==> src/rtl/npc_pkg.sv <==
// Shared definitions for the NPC core front end.
// Holds the reset PC default, datapath widths and the fetch state encoding.
package npc_pkg;

    localparam int XLEN       = 32;
    localparam int INST_WIDTH = 32;

    localparam logic [XLEN-1:0] RESET_PC_DEFAULT = 32'h8000_0000;

    typedef enum logic [1:0] {
        REQ,
        WAIT,
        HOLD,
        HALTED
    } fetch_state_e;

endpackage

==> src/rtl/ifu_fetch.sv <==
// Instruction fetch unit: keeps the PC, issues one word fetch at a time and
// hands each instruction with its PC to decode, with redirect and halt.
// Ports: clk/rst (sync, active-high); imem_req_valid/ready/addr request
// channel; imem_rsp_valid/data response; inst_valid/ready/inst/inst_pc to
// decode; redirect_valid/redirect_pc; halt in; misaligned/halted status.
module ifu_fetch
    import npc_pkg::*;
#(
    parameter logic [XLEN-1:0] RESET_PC = RESET_PC_DEFAULT
) (
    input  logic                  clk,
    input  logic                  rst,
    output logic                  imem_req_valid,
    input  logic                  imem_req_ready,
    output logic [XLEN-1:0]       imem_addr,
    input  logic                  imem_rsp_valid,
    input  logic [INST_WIDTH-1:0] imem_rsp_data,
    output logic                  inst_valid,
    input  logic                  inst_ready,
    output logic [INST_WIDTH-1:0] inst,
    output logic [XLEN-1:0]       inst_pc,
    input  logic                  redirect_valid,
    input  logic [XLEN-1:0]       redirect_pc,
    input  logic                  halt,
    output logic                  misaligned,
    output logic                  halted
);

    fetch_state_e          state, state_n;
    logic [XLEN-1:0]       pc, pc_n;
    // addr is the address of the current request; it is held while the
    // request is pending so a redirect cannot move it before acceptance.
    logic [XLEN-1:0]       addr, addr_n;
    logic                  kill, kill_n;
    // halt seen while a request is in flight; resolved when it returns
    logic                  hpend, hpend_n;
    logic                  mis_n;
    logic [INST_WIDTH-1:0] inst_n;
    logic [XLEN-1:0]       inst_pc_n;
    logic                  acc;
    logic                  redir;
    logic [XLEN-1:0]       rpc;

    assign imem_req_valid = (state == REQ);
    assign imem_addr      = addr;
    assign inst_valid     = (state == HOLD);
    assign halted         = (state == HALTED);

    always_comb begin
        state_n   = state;
        pc_n      = pc;
        addr_n    = addr;
        kill_n    = kill;
        hpend_n   = hpend;
        mis_n     = misaligned;
        inst_n    = inst;
        inst_pc_n = inst_pc;
        acc       = (state == REQ) && imem_req_ready;
        rpc       = {redirect_pc[XLEN-1:2], 2'b00};
        // halt outranks redirect, and nothing moves the PC once halting
        redir     = redirect_valid && !halt && !hpend && (state != HALTED);

        if (redir) begin
            pc_n = rpc;
            if (redirect_pc[1:0] != 2'b00) mis_n = 1'b1;
        end

        unique case (state)
            REQ: begin
                if (halt) begin
                    if (acc) begin
                        state_n = WAIT;
                        kill_n  = 1'b1;
                        hpend_n = 1'b1;
                    end else begin
                        state_n = HALTED;
                    end
                end else if (acc) begin
                    state_n = WAIT;
                    if (redir) kill_n = 1'b1;
                end else if (redir) begin
                    kill_n = 1'b1;
                end
            end
            WAIT: begin
                if (imem_rsp_valid) begin
                    kill_n = 1'b0;
                    if (halt || hpend) begin
                        state_n = HALTED;
                        hpend_n = 1'b0;
                    end else if (kill || redir) begin
                        state_n = REQ;
                        addr_n  = pc_n;
                    end else begin
                        state_n   = HOLD;
                        inst_n    = imem_rsp_data;
                        inst_pc_n = pc;
                    end
                end else if (halt) begin
                    hpend_n = 1'b1;
                end else if (redir) begin
                    kill_n = 1'b1;
                end
            end
            HOLD: begin
                if (halt) begin
                    state_n = HALTED;
                end else if (redir) begin
                    state_n = REQ;
                    addr_n  = rpc;
                end else if (inst_ready) begin
                    state_n = REQ;
                    pc_n    = pc + 32'd4;
                    addr_n  = pc + 32'd4;
                end
            end
            HALTED: begin
                state_n = HALTED;
            end
        endcase
    end

    always_ff @(posedge clk) begin
        if (rst) begin
            state      <= REQ;
            pc         <= RESET_PC;
            addr       <= RESET_PC;
            kill       <= 1'b0;
            hpend      <= 1'b0;
            misaligned <= 1'b0;
            inst       <= '0;
            inst_pc    <= '0;
        end else begin
            state      <= state_n;
            pc         <= pc_n;
            addr       <= addr_n;
            kill       <= kill_n;
            hpend      <= hpend_n;
            misaligned <= mis_n;
            inst       <= inst_n;
            inst_pc    <= inst_pc_n;
        end
    end

endmodule
==> config.mk <==
export PLATFORM = sky130hd
export DESIGN_NAME = ifu_fetch
export DESIGN_NICKNAME = d
export VERILOG_FILES = /design/src/rtl/npc_pkg.sv /design/src/rtl/ifu_fetch.sv
export SDC_FILE = /design/constraint.sdc
export NUM_CORES = 1
export LEC_CHECK = 0
export BUFFER_PORTS_ARGS = -buffer_cell sky130_fd_sc_hd__buf_2
export CAP_MARGIN = 10
export CELL_PAD_IN_SITES_DETAIL_PLACEMENT = 1
export CELL_PAD_IN_SITES_GLOBAL_PLACEMENT = 1
export CORE_MARGIN = 3
export CORE_UTILIZATION = 25
export DETAILED_ROUTE_END_ITERATION = 10
export GPL_TIMING_DRIVEN = 0
export PLACE_DENSITY_LB_ADDON = 0.1
export SKIP_LAST_GASP = 1
export SLEW_MARGIN = 10
export SYNTH_ARGS = -nofsm -noshare
export SYNTH_HDL_FRONTEND = slang
export SYNTH_SLANG_ARGS = --single-unit
==> constraint.sdc <==
create_clock -name clk -period 6.1 [get_ports clk]
set_input_delay 0.305 -clock clk [delete_from_list [all_inputs] [get_ports clk]]
set_output_delay 0.305 -clock clk [all_outputs]
set_load 0.01 [all_outputs]
==> results of run 1 <==
[worst max-delay path, stage by stage, from the launching register on]
cell and delay (ps):
dfxtp_1 470, nand2_1 140, nand2_1 110, clkbuf_1 570, clkbuf_1 620, clkbuf_1 560
a211oi_1 170
[routing by layer]
layer	vias up	global-route usage	wire length [um]
li1	3346	-	-
met1	3437	0.2889	13790
met2	201	0.3357	13530
met3	26	0.04958	1715
met4	2	0.04909	383
met5	-	0	13
[report_power, final]
group	leakage [nW]	internal [mW]	switching, mW
Sequential	1.08	0.905	0.0291
Clock	0.313	0.736	0.430
Combinational	1.83	0.107	0.213
Total	3.22	1.75	0.673
[cell type report]
type                    count  share of cell area
flip-flops and latches    133              0.3162
multi-input cells         604              0.4048
plain buffers              85             0.04741
clock inverters            12             0.02407
repair buffers            169              0.1005
inverters                  12            0.005350
well taps                 330             0.04904
clock buffers              19             0.05261
[synthesized netlist by cell type (all sizes together), types with 2 or more instances]
library cell / instances
nand3: 21
a211oi: 38
a211o: 2
a311oi: 17
clkbuf: 43
a31oi: 7
nand4: 16
inv: 12
a21o: 3
or4: 4
buf: 42
o31a: 8
nor2: 68
nor4b: 2
or3: 6
xnor2: 20
and4: 7
o211ai: 4
o311a: 4
a221oi: 12
nor4: 22
a21oi: 84
and3: 9
nand2: 169
o32a: 2
nand2b: 2
xor2: 6
o21ai: 30
and2: 5
dfxtp: 133
nor3: 20
[cell families after synthesis]
logic type | count (synthesis) | synth area share
simple gates | 356 | 0.2639
compound gates | 220 | 0.2209
flops | 133 | 0.4087
buf+inv | 97 | 0.06818
xor+xnor | 26 | 0.03495
mux | 1 | 0.001536
fa+ha+maj | 1 | 0.001920
[flip-flops by register name, summed over array words and instances (netlist names)]
signal	cells
inst	32
hpend	1
pc	32
misaligned	1
inst_pc	32
state	2
kill	1
imem_addr	32
[worst min-delay path by stage]
stage | startpoint | end | slack [ps] | depth (start not counted)
finish | imem_rsp_data[1] | inst[1] | 110 | 3
global route | imem_rsp_data[21] | inst[21] | 100 | 3
CTS | imem_rsp_data[21] | inst[21] | 90 | 3
detailed placement | inst_pc[2] | inst_pc[2] | 450 | 2
global placement | misaligned | misaligned | 440 | 2
floorplan | pc[0] | inst_pc[0] | 450 | 2
[per-stage QoR]
step                  util  cell area (um2)
floorplan                -             6515
global placement    0.3061             7774
detailed placement  0.3061             7774
CTS                 0.3315             8419
global route        0.3315             8419
finish              0.3315             8419
==> flow_summary.yaml, run 1 <==
run_status:
  status: "finished clean"
cells_and_area:
  fin_cells: 1364
  layout-drive-gt1-share: 0.2437
  final_common_cell: "buf_2"
  final_cell_mix: "195 x buf_2, 167 x nand2_1, 133 x dfxtp_1"
  nets: 1094
  seq_area_um2: 2663
  synthToLayoutAreaGrowth_pct: 29.23
  n_antenna_cell: 0
  multi_input_area_um2: 3408
  fillCellCount: 3131
floorplan:
  die_y_um: 167.4
  dieArea_um2: 28030
  rows: 58
  die_width_um: 167.4
  coreArea_um2: 25400
  start_util: 0.2565
  pin_count: 171
power_and_ir_drop:
  p_total_mw: 2.420
  peakVddDrop_mv: 0.1327
  p_leak_nw: 3.219
  powerDensity_nw_per_um2: 287.5
place:
  finalWeightedCongestion: 0.8290
  dp_slack_ps: 3233
  place_hpwl_mm: 21.30
  port-buffer-count: 169
  dp_cells: 1333
worst_setup_path:
  critPathLaunch: "state[0]"
  cp-end-kind: "flop"
  r2r_cells: 6
  cp.required_ps: 6370
  worstPathMaxFanout: 10
  crit-reg2reg-launch: "state[0]"
  crit_type: "reg2reg"
  cp-endpoint: "pc[21]"
  rr_endpoint: "pc[21]"
  rrSetupSlack_ps: 3280
  crit_arrival_ps: 3090
  critPathLaunchType: "flop"
timing:
  finClkSkew_ps: 10.07
  hold_viol: 0
  setup_violations: 0
  finalCriticalPeriod_ps: 2820
  fmax_mhz: 354.5
  max_slew.worst_pin.slew_ps: 960.7
  finalSetupTns_ps: 0
  worst_slack_ps: 3280
  report.final.slew_viol_count: 0
  grt_setup_unrepaired: "false"
  slew_headroom: 0.3596
  fin_crit_sh: 0.4624
  holdWs_ps: 109.2
global_route:
  first_global_vias: 7221
  grt_overflow_total: 0
  grt_max_degree: 17
  track_usage: 0.2102
  grt_pass1_wl_mm: 45.28
  antenna_found_initial: 2
drt:
  drt-initial-drc-count: 462
  drt-wirelength-per-cell_um: 21.58
  drc: 0
  antenna_left: 0
  routed_wl_mm: 29.43
  via_per_inst: 5.141
  vias: 7012
  dr.pass1.iters: 5
min_path:
  hold_path_class: "in2reg"
clock_tree:
  cts_sinks: 133
  clockBufferDepth: 2
  cts_tree: "yes"
  insertion_delay_ps: 430
  cts_resized: 0
  hold_buffers: 0
  htreeDepth: 4
  clkTransAtPathRegs_ps: 60
  cts-root-buf: "clkbuf_16"
  cts_setup_buffers: 0
  cts_made_buffers: 17
yosys:
  syn-cell-area_um2: 6515
  synth_edf_count: 0
  synth_cell_types: 61
  syn_nets: 906
  synth_top_area_frac: 0.4087
  ys_ff_latch: 133
  syn_avg_cell_area_um2: 7.812
  yosysWarnings: 0
  synth_area_leader_cell: "dfxtp_1"
  ys_seq_area_frac: 0.4087
  synthCells: 834
  synth_flop_cell: "dfxtp_1"
  synthTopCellsByArea: "dfxtp_1 41%, nand2_1 9.6%, a21oi_1 6.4%, a211oi_1 4.4%, nor2_1 3.9%"
  async_flop_share: 0
run:
  drv_cap: 0
Note: power is estimated with default switching activity, not from simulation.
==> inputs of run 2 (changes only) <==
clock period = 2.7 ns   (was 6.1 ns; I/O delays follow)
==> run 2 against run 1 <==
Net effect: setup slack got worse by 3100 ps; critical path depth did not move; highest routed layer unchanged; flip-flop and latch count did not move; combinational power rose by 140%; total power rose by 130%; maximum frequency rose by 12%; count of clock-buffer cells in the layout did not move; global-route usage rose by 0.36 points; first-iteration DRC count fell by 4.1%; worst hold slack got worse by 99 ps.
==> flow_summary.yaml, run 2 (synthesis gave the netlist of run 1 again) <==
timing:
  grt_setup_unrepaired: "false"
  finalCriticalPeriod_ps: 2509
  max_slew.worst_pin.slew_ps: 973.4
  report.final.slew_viol_count: 0
  hold_viol: 0
  worst_slack_ps: 191.3
  holdWs_ps: 9.849
  setup_violations: 0
  finClkSkew_ps: 10.73
  slew_headroom: 0.3511
  fmax_mhz: 398.6
  finalSetupTns_ps: 0
  fin_crit_sh: 0.9291
floorplan:
  pin_count: 171
  start_util: 0.2565
  die_width_um: 167.4
  dieArea_um2: 28030
  rows: 58
  die_y_um: 167.4
  coreArea_um2: 25400
cells_and_area:
  n_antenna_cell: 0
  layout-drive-gt1-share: 0.2374
  fillCellCount: 3122
  final_common_cell: "buf_2"
  synthToLayoutAreaGrowth_pct: 34.80
  fin_cells: 1400
  nets: 1130
  utilization: 0.3458
  final_cell_mix: "195 x buf_2, 167 x nand2_1, 133 x dfxtp_1"
power_and_ir_drop:
  peakVddDrop_mv: 0.3005
  p_leak_nw: 3.375
  powerDensity_nw_per_um2: 626.9
clock_tree:
  cts_setup_buffers: 0
  clkTransAtPathRegs_ps: 60
  clockBufferDepth: 2
  cts-root-buf: "clkbuf_16"
  insertion_delay_ps: 430
  htreeDepth: 4
  cts_sinks: 133
  cts_tree: "yes"
  cts_made_buffers: 17
min_path:
  hold_path_class: "in2reg"
  holdPathEnd: "pc[9]"
  whs_path_depth: 3
  hp-start: "redirect_pc[9]"
worst_setup_path:
  rrSetupSlack_ps: 190
  crit_type: "reg2reg"
  crit-reg2reg-launch: "state[1]"
  worstPathMaxFanout: 10
  cp-end-kind: "flop"
  critPathLaunchType: "flop"
  cp.required_ps: 3040
  r2r_cells: 6
  crit_arrival_ps: 2840
  rr_endpoint: "imem_addr[9]"
global_route:
  first_global_vias: 7444
  grt_max_degree: 17
  grt_overflow_total: 0
  grt_pass1_wl_mm: 46.22
  antenna_found_initial: 2
  track_usage: 0.2138
drt:
  routed_wl_mm: 29.85
  drc: 0
  via_per_inst: 5.105
  dr.pass1.iters: 5
  vias: 7147
  drt-initial-drc-count: 443
  antenna_left: 0
  drt-wirelength-per-cell_um: 21.32
place:
  finalWeightedCongestion: 0.8290
  port-buffer-count: 169
  dp_cells: 1333
  place_hpwl_mm: 21.30
  dp_slack_ps: -158.3
run:
  drv_cap: 0
run_status:
  status: "finished clean"
run 2: cell count changes in the layout (fill, tap and decap cells not counted):
cell           previous run  this run
clkbuf_1                 42        40
clkbuf_2                  2         4
dlygate4sd3_1             0        36
run 2: cell type report:
| cell class | instances | area (um2) | share of cell area |
|---|---|---|---|
| clock inverters | 12 | 202.7 | 0.02308 |
| multi-input cells | 604 | 3408 | 0.3881 |
| well taps | 330 | 412.9 | 0.04702 |
| repair buffers | 205 | 1206 | 0.1373 |
| plain buffers | 85 | 401.6 | 0.04573 |
| flip-flops and latches | 133 | 2663 | 0.3032 |
| clock buffers | 19 | 442.9 | 0.05043 |
| inverters | 12 | 45.04 | 0.005129 |
run 2: worst max path at each step:
stage / to / slack, ps / startpoint
after floorplan: imem_addr[30] / 660 / pc[2]
after global placement: pc[20] / -220 / state[0]
after detailed placement: pc[20] / -160 / state[0]
after CTS: pc[21] / 30 / state[0]
after global routing: imem_addr[9] / 0.01 / state[1]
final: imem_addr[9] / 190 / state[1]
run 2: stage by stage:
stage / area [um2] / power (mW)
final: 8782 / 5.505
after global routing: 8782 / 5.728
after CTS: 8781 / 5.562
after detailed placement: 7774 / 2.878
after global placement: 7774 / 2.878
after floorplan: 6515 / 2.541
run 2: where the power goes:
part | switching, mW | internal [mW]
clock network | 0.969 | 1.66
logic | 0.488 | 0.275
registers | 0.0657 | 2.05
run 2: what timing repair did:
action | 4_1_cts | 5_1_grt
cloned | 0 | 0
pin swaps | 0 | 1
hold endpoints to repair | 37 | 0
gates resized for setup | 1 | 2
endpoints found under the setup margin | 10 | 12
hold buffers | 36 | 0
run 2: layer usage:
metal  part of all wire  track usage  vias to the layer above
li1                   -            -                     3422
met2               0.47       0.3475                      212
met5            0.00044            0                        -
met4              0.013      0.04909                        2
met1               0.46       0.2910                     3483
met3              0.061      0.04769                       28
run 2: critical path, stage by stage, from the launching register on:
cell and delay, ps:
dfxtp_1 370, clkbuf_1 460, inv_1 300, a21oi_1 700
a21o_1 220, a221oi_1 100, a211oi_1 260
==> inputs of run 3 (changes only) <==
clock period = 2.4 ns   (was 2.7 ns; I/O delays follow)
==> run 3 against run 2 <==
Net effect: combinational power grew 15%; worst hold slack gained 1.3 ps; non-clock buffer count is 11 higher; sequential share of layout area is 0.45 points lower; maximum frequency increased by 12%; largest power group unchanged; clock skew is 0.56 ps lower; critical endpoint is now pc[20]; global-route usage about the same; flip-flop and latch count unchanged; largest cell class unchanged.
==> flow_summary.yaml, run 3 (synthesis gave the netlist of run 1 again) <==
clock_tree:
  cts_made_buffers: 17
  insertion_delay_ps: 430
  clockBufferDepth: 2
  htreeDepth: 4
  cts_tree: "yes"
  cts_sinks: 133
  cts-root-buf: "clkbuf_16"
  clkTransAtPathRegs_ps: 60
drt:
  dr.pass1.iters: 4
  drt-initial-drc-count: 509
  drt-wirelength-per-cell_um: 21.26
  drc: 0
  vias: 7217
  via_per_inst: 5.115
  routed_wl_mm: 30.00
  antenna_left: 0
cells_and_area:
  synthToLayoutAreaGrowth_pct: 37.05
  final_cell_mix: "190 x buf_2, 166 x nand2_1, 130 x dfxtp_1"
  layout-drive-gt1-share: 0.2488
  nets: 1141
  final_common_cell: "buf_2"
  fillCellCount: 3109
  n_antenna_cell: 0
timing:
  hold_viol: 0
  setup_violations: 0
  finalSetupTns_ps: 0
  worst_slack_ps: 156.5
  max_slew.worst_pin.slew_ps: 946.1
  report.final.slew_viol_count: 0
  finalCriticalPeriod_ps: 2244
  grt_setup_unrepaired: "true"
  slew_headroom: 0.3692
  fmax_mhz: 445.7
  finClkSkew_ps: 10.17
  fin_crit_sh: 0.9348
global_route:
  track_usage: 0.2142
  met1_usage: 0.2923
  grt_overflow_total: 0
  grt_util_met3: 0.04721
  grt_pass1_wl_mm: 46.36
  grt_util_met2: 0.3478
  grt_busiest_layer: "met2"
  grt_max_degree: 17
  first_global_vias: 7478
  antenna_found_initial: 2
power_and_ir_drop:
  internal_power_mw: 4.497
  power.switching_mw: 1.716
  p_comb_frac: 0.142
  seqPwrFrac: 0.382
  p_clk_frac: 0.476
  p_leak_nw: 3.444
  powerDensity_nw_per_um2: 695.9
  peakVddDrop_mv: 0.3399
  swShare: 0.2762
floorplan:
  coreArea_um2: 25400
  pin_count: 171
  dieArea_um2: 28030
  die_width_um: 167.4
  die_y_um: 167.4
  rows: 58
  start_util: 0.2565
run:
  drv_cap: 0
worst_setup_path:
  cp-end-kind: "flop"
  critPathLaunchType: "flop"
  r2r_cells: 8
  rr_endpoint: "pc[20]"
  crit_arrival_ps: 2570
  rrSetupSlack_ps: 160
  worstPathMaxFanout: 10
  cp.required_ps: 2730
  crit-reg2reg-launch: "state[0]"
  crit_type: "reg2reg"
  critPathLaunch: "state[0]"
place:
  place_hpwl_mm: 21.30
  finalWeightedCongestion: 0.8290
  dp_slack_ps: -458.3
  port-buffer-count: 169
run_status:
  status: "finished clean"
min_path:
  whs_path_depth: 3
  hold_path_class: "in2reg"
  holdPathEnd: "misaligned"
  hp-start: "redirect_pc[0]"
-- run 3: cell types whose count changed in the layout (fill, tap and decap cells not counted), sizes merged --
cell,previous run,this run
dlygate4sd3,36,46
clkbuf,62,68
buf,211,206
-- run 3: final cells by class --
type | instances | area, um2 | area share
Tap cell | 330 | 412.9 | 0.04624
Clock inverter | 12 | 202.7 | 0.02270
Multi-Input combinational cell | 604 | 3422 | 0.3833
Buffer | 85 | 422.9 | 0.04737
Clock buffer | 19 | 442.9 | 0.04961
Timing Repair Buffer | 216 | 1314 | 0.1471
Sequential cell | 133 | 2666 | 0.2986
Inverter | 12 | 45.04 | 0.005045
-- run 3: worst max path at each step --
stage,endpoint,slack (ps),cells past startpoint
2_1_floorplan,imem_addr[30],360,7
3_3_place_gp,pc[20],-520,6
3_5_place_dp,pc[20],-460,6
4_1_cts,imem_addr[26],6,8
5_1_grt,imem_addr[10],-2,8
6_report,pc[20],160,8
-- run 3: power by group through the flow --
stage          sequential (mW)  clock, mW  combinational (mW)
3_5_place_dp              2.42          0               0.815
5_1_grt                   2.39       3.11               0.962
4_1_cts                   2.37       3.02               0.877
2_1_floorplan             2.42          0               0.439
3_3_place_gp              2.42          0               0.814
6_report                  2.38       2.96               0.880
-- run 3: metrics by stage --
| step | util | power, mW | cells | hold WS [ps] | instance area [um2] |
|---|---|---|---|---|---|
| 2_1_floorplan | - | 2.859 | 834 | 260.5 | 6515 |
| 3_3_place_gp | 0.3061 | 3.238 | 1333 | 369.0 | 7774 |
| 3_5_place_dp | 0.3061 | 3.238 | 1333 | 371.5 | 7774 |
| 4_1_cts | 0.3502 | 6.272 | 1411 | 0.7501 | 8896 |
| 5_1_grt | 0.3515 | 6.465 | 1411 | 19.62 | 8929 |
| 6_report | 0.3515 | 6.213 | 1411 | 11.16 | 8929 |
-- run 3: critical path: stages, from the launching register on --
cell and delay (ps):
dfxtp_2 410, nand2b_1 120, buf_2 220, inv_2 60, nand2_1 170, clkbuf_1 570
nor3_1 170, xnor2_1 160, a211oi_1 280
-- run 3: repair_timing --
item / 4_1_cts / 5_1_grt
pin swaps: 1 / 0
setup endpoints to repair: 28 / 96
resized for setup: 5 / 21
hold buffers: 46 / 0
buffers inserted: 1 / 0
endpoints found under the hold margin: 47 / 0
-- run 3: layer usage --
layer,vias up,share of wire
met5,-,0.00043
met4,2,0.013
met3,28,0.054
met2,202,0.47
met1,3537,0.47
li1,3448,-
